$ cat src/rtl/offset_dim_arbiter.sv
// Round-robin arbiter feeding a shared dimension-offset adder into a single-entry output register.
// Optional stall counter enabled with OFFSET_DIM_ARBITER_STATS_EN.
module offset_dim_arbiter #(
  parameter int unsigned NUM_REQ = 2,
  parameter int unsigned WIDTH   = 10,
  parameter int unsigned HEIGHT  = 11,
  parameter int unsigned BASE_W  = 100,
  parameter int unsigned BASE_H  = 200
) (
  input  logic                         clock,
  input  logic                         reset,
  input  logic                         enable,
  input  logic [NUM_REQ-1:0]           req_valid,
  output logic [NUM_REQ-1:0]           req_ready,
  input  logic [NUM_REQ*WIDTH-1:0]     req_dx,
  input  logic [NUM_REQ*HEIGHT-1:0]    req_dy,
  output logic                         resp_valid,
  input  logic                         resp_ready,
  output logic [WIDTH-1:0]             resp_width,
  output logic [HEIGHT-1:0]            resp_height,
  output logic [$clog2(NUM_REQ)-1:0]   resp_id
`ifdef OFFSET_DIM_ARBITER_STATS_EN
  ,
  input  logic                         stats_clear,
  output logic [15:0]                  stall_count
`endif
);

  localparam int unsigned IDW = $clog2(NUM_REQ);

  localparam logic [0:0] ST_EMPTY = 1'b0;
  localparam logic [0:0] ST_FULL  = 1'b1;

  logic [0:0]        state_q, state_d;
  logic [WIDTH-1:0]  width_q, width_d;
  logic [HEIGHT-1:0] height_q, height_d;
  logic [IDW-1:0]    id_q, id_d;
  logic [IDW-1:0]    rr_ptr_q, rr_ptr_d;

  logic              found;
  logic [IDW-1:0]    winner;
  logic              can_accept;
  logic              grant;
  logic [WIDTH-1:0]  sel_dx;
  logic [HEIGHT-1:0] sel_dy;

  // Round-robin scan: first pass covers rr_ptr..NUM_REQ-1, second pass wraps to 0.
  always_comb begin
    found  = 1'b0;
    winner = '0;
    for (int i = 0; i < NUM_REQ; i++) begin
      if (!found && req_valid[i] && (IDW'(i) >= rr_ptr_q)) begin
        found  = 1'b1;
        winner = IDW'(i);
      end
    end
    for (int i = 0; i < NUM_REQ; i++) begin
      if (!found && req_valid[i]) begin
        found  = 1'b1;
        winner = IDW'(i);
      end
    end
  end

  assign can_accept = enable & (~resp_valid | resp_ready);
  assign grant      = found & can_accept;

  // Operand mux for the shared adder and the one-hot accept.
  always_comb begin
    sel_dx    = '0;
    sel_dy    = '0;
    req_ready = '0;
    for (int i = 0; i < NUM_REQ; i++) begin
      if (winner == IDW'(i)) begin
        sel_dx       = req_dx[i*WIDTH +: WIDTH];
        sel_dy       = req_dy[i*HEIGHT +: HEIGHT];
        req_ready[i] = grant;
      end
    end
  end

  always_comb begin
    state_d  = state_q;
    width_d  = width_q;
    height_d = height_q;
    id_d     = id_q;
    rr_ptr_d = rr_ptr_q;
    case (state_q)
      ST_EMPTY: if (grant) state_d = ST_FULL;
      ST_FULL: begin
        if (grant)           state_d = ST_FULL;
        else if (resp_ready) state_d = ST_EMPTY;
      end
      default: state_d = ST_EMPTY;
    endcase
    if (grant) begin
      width_d  = WIDTH'(BASE_W) + sel_dx;
      height_d = HEIGHT'(BASE_H) + sel_dy;
      id_d     = winner;
      rr_ptr_d = (winner == IDW'(NUM_REQ - 1)) ? '0 : winner + 1'b1;
    end
  end

  always_ff @(posedge clock or posedge reset) begin
    if (reset) begin
      state_q  <= ST_EMPTY;
      width_q  <= '0;
      height_q <= '0;
      id_q     <= '0;
      rr_ptr_q <= '0;
    end else begin
      state_q  <= state_d;
      width_q  <= width_d;
      height_q <= height_d;
      id_q     <= id_d;
      rr_ptr_q <= rr_ptr_d;
    end
  end

  assign resp_valid  = (state_q == ST_FULL);
  assign resp_width  = width_q;
  assign resp_height = height_q;
  assign resp_id     = id_q;

`ifdef OFFSET_DIM_ARBITER_STATS_EN
  logic [15:0] stall_q;

  // Saturating count of cycles the consumer back-pressures a held result.
  always_ff @(posedge clock or posedge reset) begin
    if (reset) begin
      stall_q <= '0;
    end else if (stats_clear) begin
      stall_q <= '0;
    end else if (resp_valid && !resp_ready && (stall_q != 16'hFFFF)) begin
      stall_q <= stall_q + 16'd1;
    end
  end

  assign stall_count = stall_q;
`endif

endmodule

$ cat config.mk
export PLATFORM = sky130hd
export DESIGN_NAME = offset_dim_arbiter
export DESIGN_NICKNAME = d
export VERILOG_FILES = /design/src/rtl/offset_dim_arbiter.sv
export SDC_FILE = /design/constraint.sdc
export NUM_CORES = 1
export LEC_CHECK = 0
export ABC_AREA = 0
export CORE_ASPECT_RATIO = 1.1
export CORE_MARGIN = 2
export CORE_UTILIZATION = 45
export DETAILED_ROUTE_END_ITERATION = 8
export PLACE_DENSITY = 0.86
export SETUP_SLACK_MARGIN = 0.05
export SLEW_MARGIN = 20
export SYNTH_ARGS = -nofsm -noshare
export SYNTH_HDL_FRONTEND = slang
export SYNTH_SLANG_ARGS = --single-unit
$ cat constraint.sdc
create_clock -name clock -period 3.3 [get_ports clock]
set_input_delay 0.66 -clock clock [delete_from_list [all_inputs] [get_ports clock]]
set_output_delay 0.66 -clock clock [all_outputs]
set_load 0.005 [all_outputs]
==> results of run 1 <==
==> worst paths after layout <==
kind                                     from              to  depth (start not counted)
worst max-delay path             req_valid[0]    req_ready[1]                          5
worst min-delay path            resp_width[3]   resp_width[3]                          2
worst max register to register       rr_ptr_q  resp_height[9]                          9
worst min register to register  resp_width[3]   resp_width[3]                          2
max in group asynchronous               reset  resp_height[2]                          2
min in group asynchronous               reset  resp_height[6]                          2
==> stage by stage <==
step           utilization  cells
4_1_cts              0.710    288
5_1_grt              0.710    288
3_5_place_dp         0.699    284
2_1_floorplan            -    169
3_3_place_gp         0.699    284
6_report             0.710    288
==> power by group <==
group	total [mW]	leakage, nW	switching (mW)	internal, mW
sequential	0.392	0.293	0.0345	0.357
clock	0.159	0.0210	0.0912	0.0675
combinational	0.417	0.698	0.172	0.245
==> Yosys cell counts, types with 3 or more instances <==
library cell,number
nand2_1,28
dfrtp_1,24
o21ai_1,11
mux2i_1,8
a21oi_1,7
inv_1,6
nor2_1,6
a222oi_1,5
a311o_1,4
and3_1,4
buf_2,4
mux2_2,4
nand3_1,4
nand4_1,4
xnor2_1,4
xor2_1,4
buf_6,3
==> critical path: stages <==
cell and delay [ns]:
clkdlybuf4s50_1 0.45, nand2b_2 0.27, nand2_8 0.19, nor2_4 0.24, clkdlybuf4s50_1 0.55
==> area by class of cell <==
cell class | instances | area (µm²)
fillers | 276 | 982
multi-input cells | 129 | 930
repair buffers | 76 | 751
flip-flops and latches | 24 | 601
well taps | 48 | 60.1
clock buffers | 4 | 36.3
inverters | 7 | 26.3
==> flip-flops by register name (all words and copies together) (netlist names) <==
signal       count
rr_ptr_q         1
resp_width      10
resp_height     11
resp_id          1
resp_valid       1
==> cells by family (layout without fill, tap and decap cells) <==
logic type	count (synthesis)	count (layout)	synth area share
DFF	24	24	0.370
buffers and inverters	16	87	0.0563
and+or+nand+nor	56	56	0.180
muxes	16	16	0.113
xor gates and xnor gates	8	8	0.0432
adders and majority gates	2	2	0.0154
AOI/OAI and AO/OA	47	47	0.222
==> layout by cell type (no fill, tap or decap), types with 3 or more instances in the layout <==
master / count
o21ai_1: 11
a222oi_1: 5
buf_4: 4
a311o_1: 4
nor2_1: 6
mux2_2: 4
a21oi_1: 7
xnor2_1: 4
nand4_1: 4
inv_1: 6
xor2_1: 4
clkbuf_4: 3
and3_1: 4
clkdlybuf4s50_1: 72
mux2i_1: 8
dfrtp_1: 24
nand2_1: 28
nand3_1: 4
==> routing by layer <==
layer	vias to the layer above	wire length (µm)	part of all wire	global-route usage
met4	0	57	0.013	0.0652
met5	-	0	0	0
met2	74	2200	0.51	0.380
met1	738	1750	0.41	0.294
li1	771	-	-	-
met3	5	278	0.065	0.0214
==> flow_metrics.py, run 1 <==
metrics = {
    "outcome": {
        "status": "completed",
    },
    "global_routing": {
        "track_usage": 0.223,
        "antenna_found_initial": 0,
        "grt_first_pass_wirelength_mm": 6.84,
        "grt_pass1_vias": 1492,
        "grt_overflow": 0,
        "grt_max_degree": 40,
    },
    "clock_network": {
        "cts_num_sinks": 24,
        "cts-root-buf": "clkbuf_4",
        "postCtsResizedCells": 0,
        "cts_max_level": 1,
        "cts_tree": "built",
        "postCtsSetupBuffers": 0,
        "clk_latency_ns": 0.32,
        "cts_hold_buf": 0,
        "clock_path_buffers": 2,
        "cts_buffers": 3,
        "clkTransAtPathRegs_ns": 0.13,
    },
    "place": {
        "placed_cell_area_um2": 2370,
        "pre_cts_ws_ns": 0.250,
        "dp_hpwl_mm": 3.40,
        "gp_congestion": 0.853,
        "portBuffers": 72,
    },
    "logic_synthesis": {
        "synth_edf_count": 0,
        "syn-num-nets": 219,
        "synth_area_leaders": "dfrtp_1 37%, nand2_1 6.5%, mux2i_1 4.9%",
        "synth_area_per_cell_um2": 9.60,
        "yosysSeqAreaShare": 0.370,
        "syn-cell-area_um2": 1620,
        "ys.flop_type": "dfrtp_1",
        "netlist-cell-type-count": 42,
        "yosys.area.top_type": "dfrtp_1",
        "synthArstFlopShare": 1.00,
        "ys_seq_elements": 24,
        "synth_top_area_frac": 0.370,
        "syn_inst": 169,
        "yosysWarnings": 0,
    },
    "routing": {
        "drc": 0,
        "drt_wl_total_mm": 4.28,
        "num_vias": 1588,
        "first_pass_iters": 4,
        "wire_per_inst_um": 14.9,
        "dr.first_iter.drc_count": 84,
        "viasPerCell": 5.51,
        "drtAntennaViolNets": 0,
    },
    "flow_run": {
        "cap_violations": 0,
    },
    "critical_path": {
        "crit_type": "in -> out",
        "crit_arrival_ns": 2.36,
        "critPathMaxFanout": 19,
        "regToRegSetupSlack_ns": 0.90,
        "start_kind": "input pin",
        "cp-end-kind": "primary output",
        "required_ns": 2.64,
    },
    "finish": {
        "drive_above_1_share": 0.117,
        "antenna_cells": 0,
        "design_area_um2": 2400,
        "final_net_count": 291,
        "syn_to_final_growth_pct": 48.2,
    },
    "floorplan": {
        "start_util": 0.479,
        "dieHeight_um": 67.0,
        "die_x_um": 61.2,
        "core_um2": 3390,
        "rows": 22,
        "die_area_um2": 4100,
        "ios": 73,
    },
    "power_and_ir_drop": {
        "ir_worst_vdd_uv": 206,
        "p_leak_nw": 1.01,
        "power.total_mw": 0.967,
        "power_density_nw_per_um2": 402,
    },
    "timing": {
        "fin_crit_ns": 3.02,
        "fin_tns_setup_ns": 0,
        "setup_violations": 0,
        "fin_hold_ws_ns": 0.497,
        "finalHoldViolCount": 0,
        "rsz0062_at_grt": "no",
        "drv_slew": 0,
        "finClkSkew_ns": 0.00454,
        "finalCritPeriodShare": 0.916,
        "fmax_mhz": 331,
        "relSlewSlack": 0.401,
        "worst_pin_slew_ns": 0.897,
        "fin_ws_ns": 0.277,
    },
    "worst_hold_path": {
        "hold_class": "reg -> reg",
    },
}
Note: power is estimated with default switching activity, not from simulation.
==> run 2: changes to the inputs <==
--- a/config.mk
+++ b/config.mk
@@ -8,9 +8,10 @@
 export ABC_AREA = 0
 export CORE_ASPECT_RATIO = 1.1
 export CORE_MARGIN = 2
-export CORE_UTILIZATION = 45
+export CORE_UTILIZATION = 38
 export DETAILED_ROUTE_END_ITERATION = 8
-export PLACE_DENSITY = 0.86
+export GPL_ROUTABILITY_DRIVEN = 1
+export PLACE_DENSITY = 0.77
 export SETUP_SLACK_MARGIN = 0.05
 export SLEW_MARGIN = 20
 export SYNTH_ARGS = -nofsm -noshare
==> constraint.sdc (replaced) <==
create_clock -name clock -period 2.4 [get_ports clock]
set_input_delay 0.48 -clock clock [delete_from_list [all_inputs] [get_ports clock]]
set_output_delay 0.48 -clock clock [all_outputs]
set_load 0.005 [all_outputs]
==> run 2 against run 1 <==
Clock power increased by 50%. Flip-flop and latch count unchanged. Combinational power increased by 42%. First-iteration DRC count decreased by 29%. Final cell count increased by 4.5%. Highest routed layer unchanged.
==> flow_metrics.py, run 2 (same netlist as run 1, synthesis figures left out) <==
metrics = {
    "finish": {
        "drive_above_1_share": 0.153,
        "design_area_um2": 2510,
        "utilization": 0.623,
        "syn_to_final_growth_pct": 54.7,
        "seqCellArea_um2": 601,
        "antenna_cells": 0,
        "fillCellCount": 400,
        "final_net_count": 301,
        "largest_reg_flops": 11,
        "layout_commonest_cell": "clkdlybuf4s50_1",
        "final_cell_mix": "69 x clkdlybuf4s50_1, 28 x nand2_1, 24 x dfrtp_1",
        "fin_cells": 301,
        "multi_input_area_um2": 942,
    },
    "timing": {
        "finalCritPeriodShare": 0.932,
        "relSlewSlack": 0.714,
        "drv_slew": 0,
        "fin_hold_ws_ns": 0.484,
        "rsz0062_at_grt": "no",
        "fin_crit_ns": 2.24,
        "setup_violations": 0,
        "worst_pin_slew_ns": 0.427,
        "fmax_mhz": 447,
        "finalHoldViolCount": 0,
        "finClkSkew_ns": 0.00233,
        "fin_tns_setup_ns": 0,
    },
    "critical_path": {
        "worst-r2r-cell-count": 9,
        "crit_type": "in -> out",
        "cp_common_cell": "clkdlybuf4s50_1",
        "cp-end-kind": "primary output",
        "crit_cells": 5,
        "critPathMaxFanout": 3,
        "cp_num_buf_inv": 2,
        "crit_arrival_ns": 1.76,
        "crit_chain": "clkdlybuf4s50_1 > nand2b_4 > nand2_1 > nor2_4 > clkdlybuf4s50_1",
        "start_kind": "input pin",
        "cpPeakStageDelay_ns": 0.50,
        "required_ns": 1.92,
        "crit_slowest_cell": "clkdlybuf4s50_1",
        "critPathTopFamily": "buffers and inverters",
    },
    "worst_hold_path": {
        "hold_class": "reg -> reg",
        "holdPathStages": 1,
    },
    "floorplan": {
        "die_x_um": 66.3,
        "die_area_um2": 4810,
        "dieHeight_um": 72.5,
        "rows": 24,
        "start_util": 0.403,
        "core_um2": 4020,
        "ios": 73,
    },
    "clock_network": {
        "cts-root-buf": "clkbuf_8",
        "clkTransAtPathRegs_ns": 0.08,
        "postCtsSetupBuffers": 0,
        "clock_path_buffers": 2,
        "cts_max_level": 1,
        "cts_buffers": 3,
        "cts_num_sinks": 24,
        "cts_tree": "built",
        "clk_latency_ns": 0.26,
    },
    "routing": {
        "viasPerCell": 5.24,
        "dr.first_iter.drc_count": 60,
        "drt_wl_total_mm": 4.25,
        "drc": 0,
        "num_vias": 1576,
        "first_pass_iters": 5,
        "drtAntennaViolNets": 0,
        "wire_per_inst_um": 14.1,
    },
    "power_and_ir_drop": {
        "ir_worst_vdd_uv": 294,
        "power_density_nw_per_um2": 546,
        "p_leak_nw": 1.09,
    },
    "flow_run": {
        "cap_violations": 0,
    },
    "global_routing": {
        "grt_max_degree": 40,
        "grt_pass1_vias": 1460,
        "grt_overflow": 0,
        "track_usage": 0.180,
        "grt_first_pass_wirelength_mm": 6.82,
        "antenna_found_initial": 0,
    },
    "place": {
        "placed_cell_area_um2": 2450,
        "gp_congestion": 0.892,
        "dp_hpwl_mm": 3.33,
        "portBuffers": 72,
        "place_inst": 298,
    },
    "outcome": {
        "status": "completed",
    },
}
## run 2: stage by stage
stage                     total power, mW  setup WS (ns)
final                                1.37          0.163
after CTS                            1.39         0.0542
after global routing                 1.46          0.109
after global placement               1.13         -0.174
after floorplan                     0.812          0.187
after detailed placement             1.14         -0.218
## run 2: timing repair
action | CTS | global route
pin swaps | 0 | 0
hold buffers | 0 | 0
resized for setup | 5 | 2
endpoints found under the setup margin | 3 | 1
cloned | 0 | 0
hold endpoints to repair | 0 | 0
## run 2: cell type report
type                    count  area share
multi-input cells         129       0.376
repair buffers             86       0.332
flip-flops and latches     24       0.239
clock buffers               3      0.0165
well taps                  52      0.0259
inverters                   7      0.0105
## run 2: per-layer routing
layer	part of all wire	GRT usage	wire (µm)
met5	0	0	0
met3	0.056	0.0186	239
met2	0.48	0.300	2040
met1	0.46	0.255	1940
met4	0.0061	0.0340	26
## run 2: worst register-to-register path, stage by stage (launching register included)
cell	delay, ns
dfrtp_1	0.39
nand2b_4	0.18
nand2_8	0.11
mux2_2	0.36
ha_1	0.24
nand2_1	0.08
a21oi_1	0.05
a41oi_2	0.24
a311o_1	0.21
nand4_1	0.09
## run 2: final timing paths
check | start | to | slack (ns)
worst min register to register | resp_id | resp_id | 0.48
worst max-delay path | resp_ready | req_ready[1] | 0.16
min in group asynchronous | reset | resp_height[6] | 0.55
max in group asynchronous | reset | resp_width[2] | 1.62
worst max register to register | rr_ptr_q | resp_height[9] | 0.35
worst min-delay path | resp_id | resp_id | 0.48
## run 2: where the power goes
group	switching (mW)	internal [mW]	leakage, nW	total [mW]
clock network	0.126	0.112	0.0216	0.238
logic	0.236	0.358	0.780	0.594
registers	0.0465	0.492	0.293	0.538
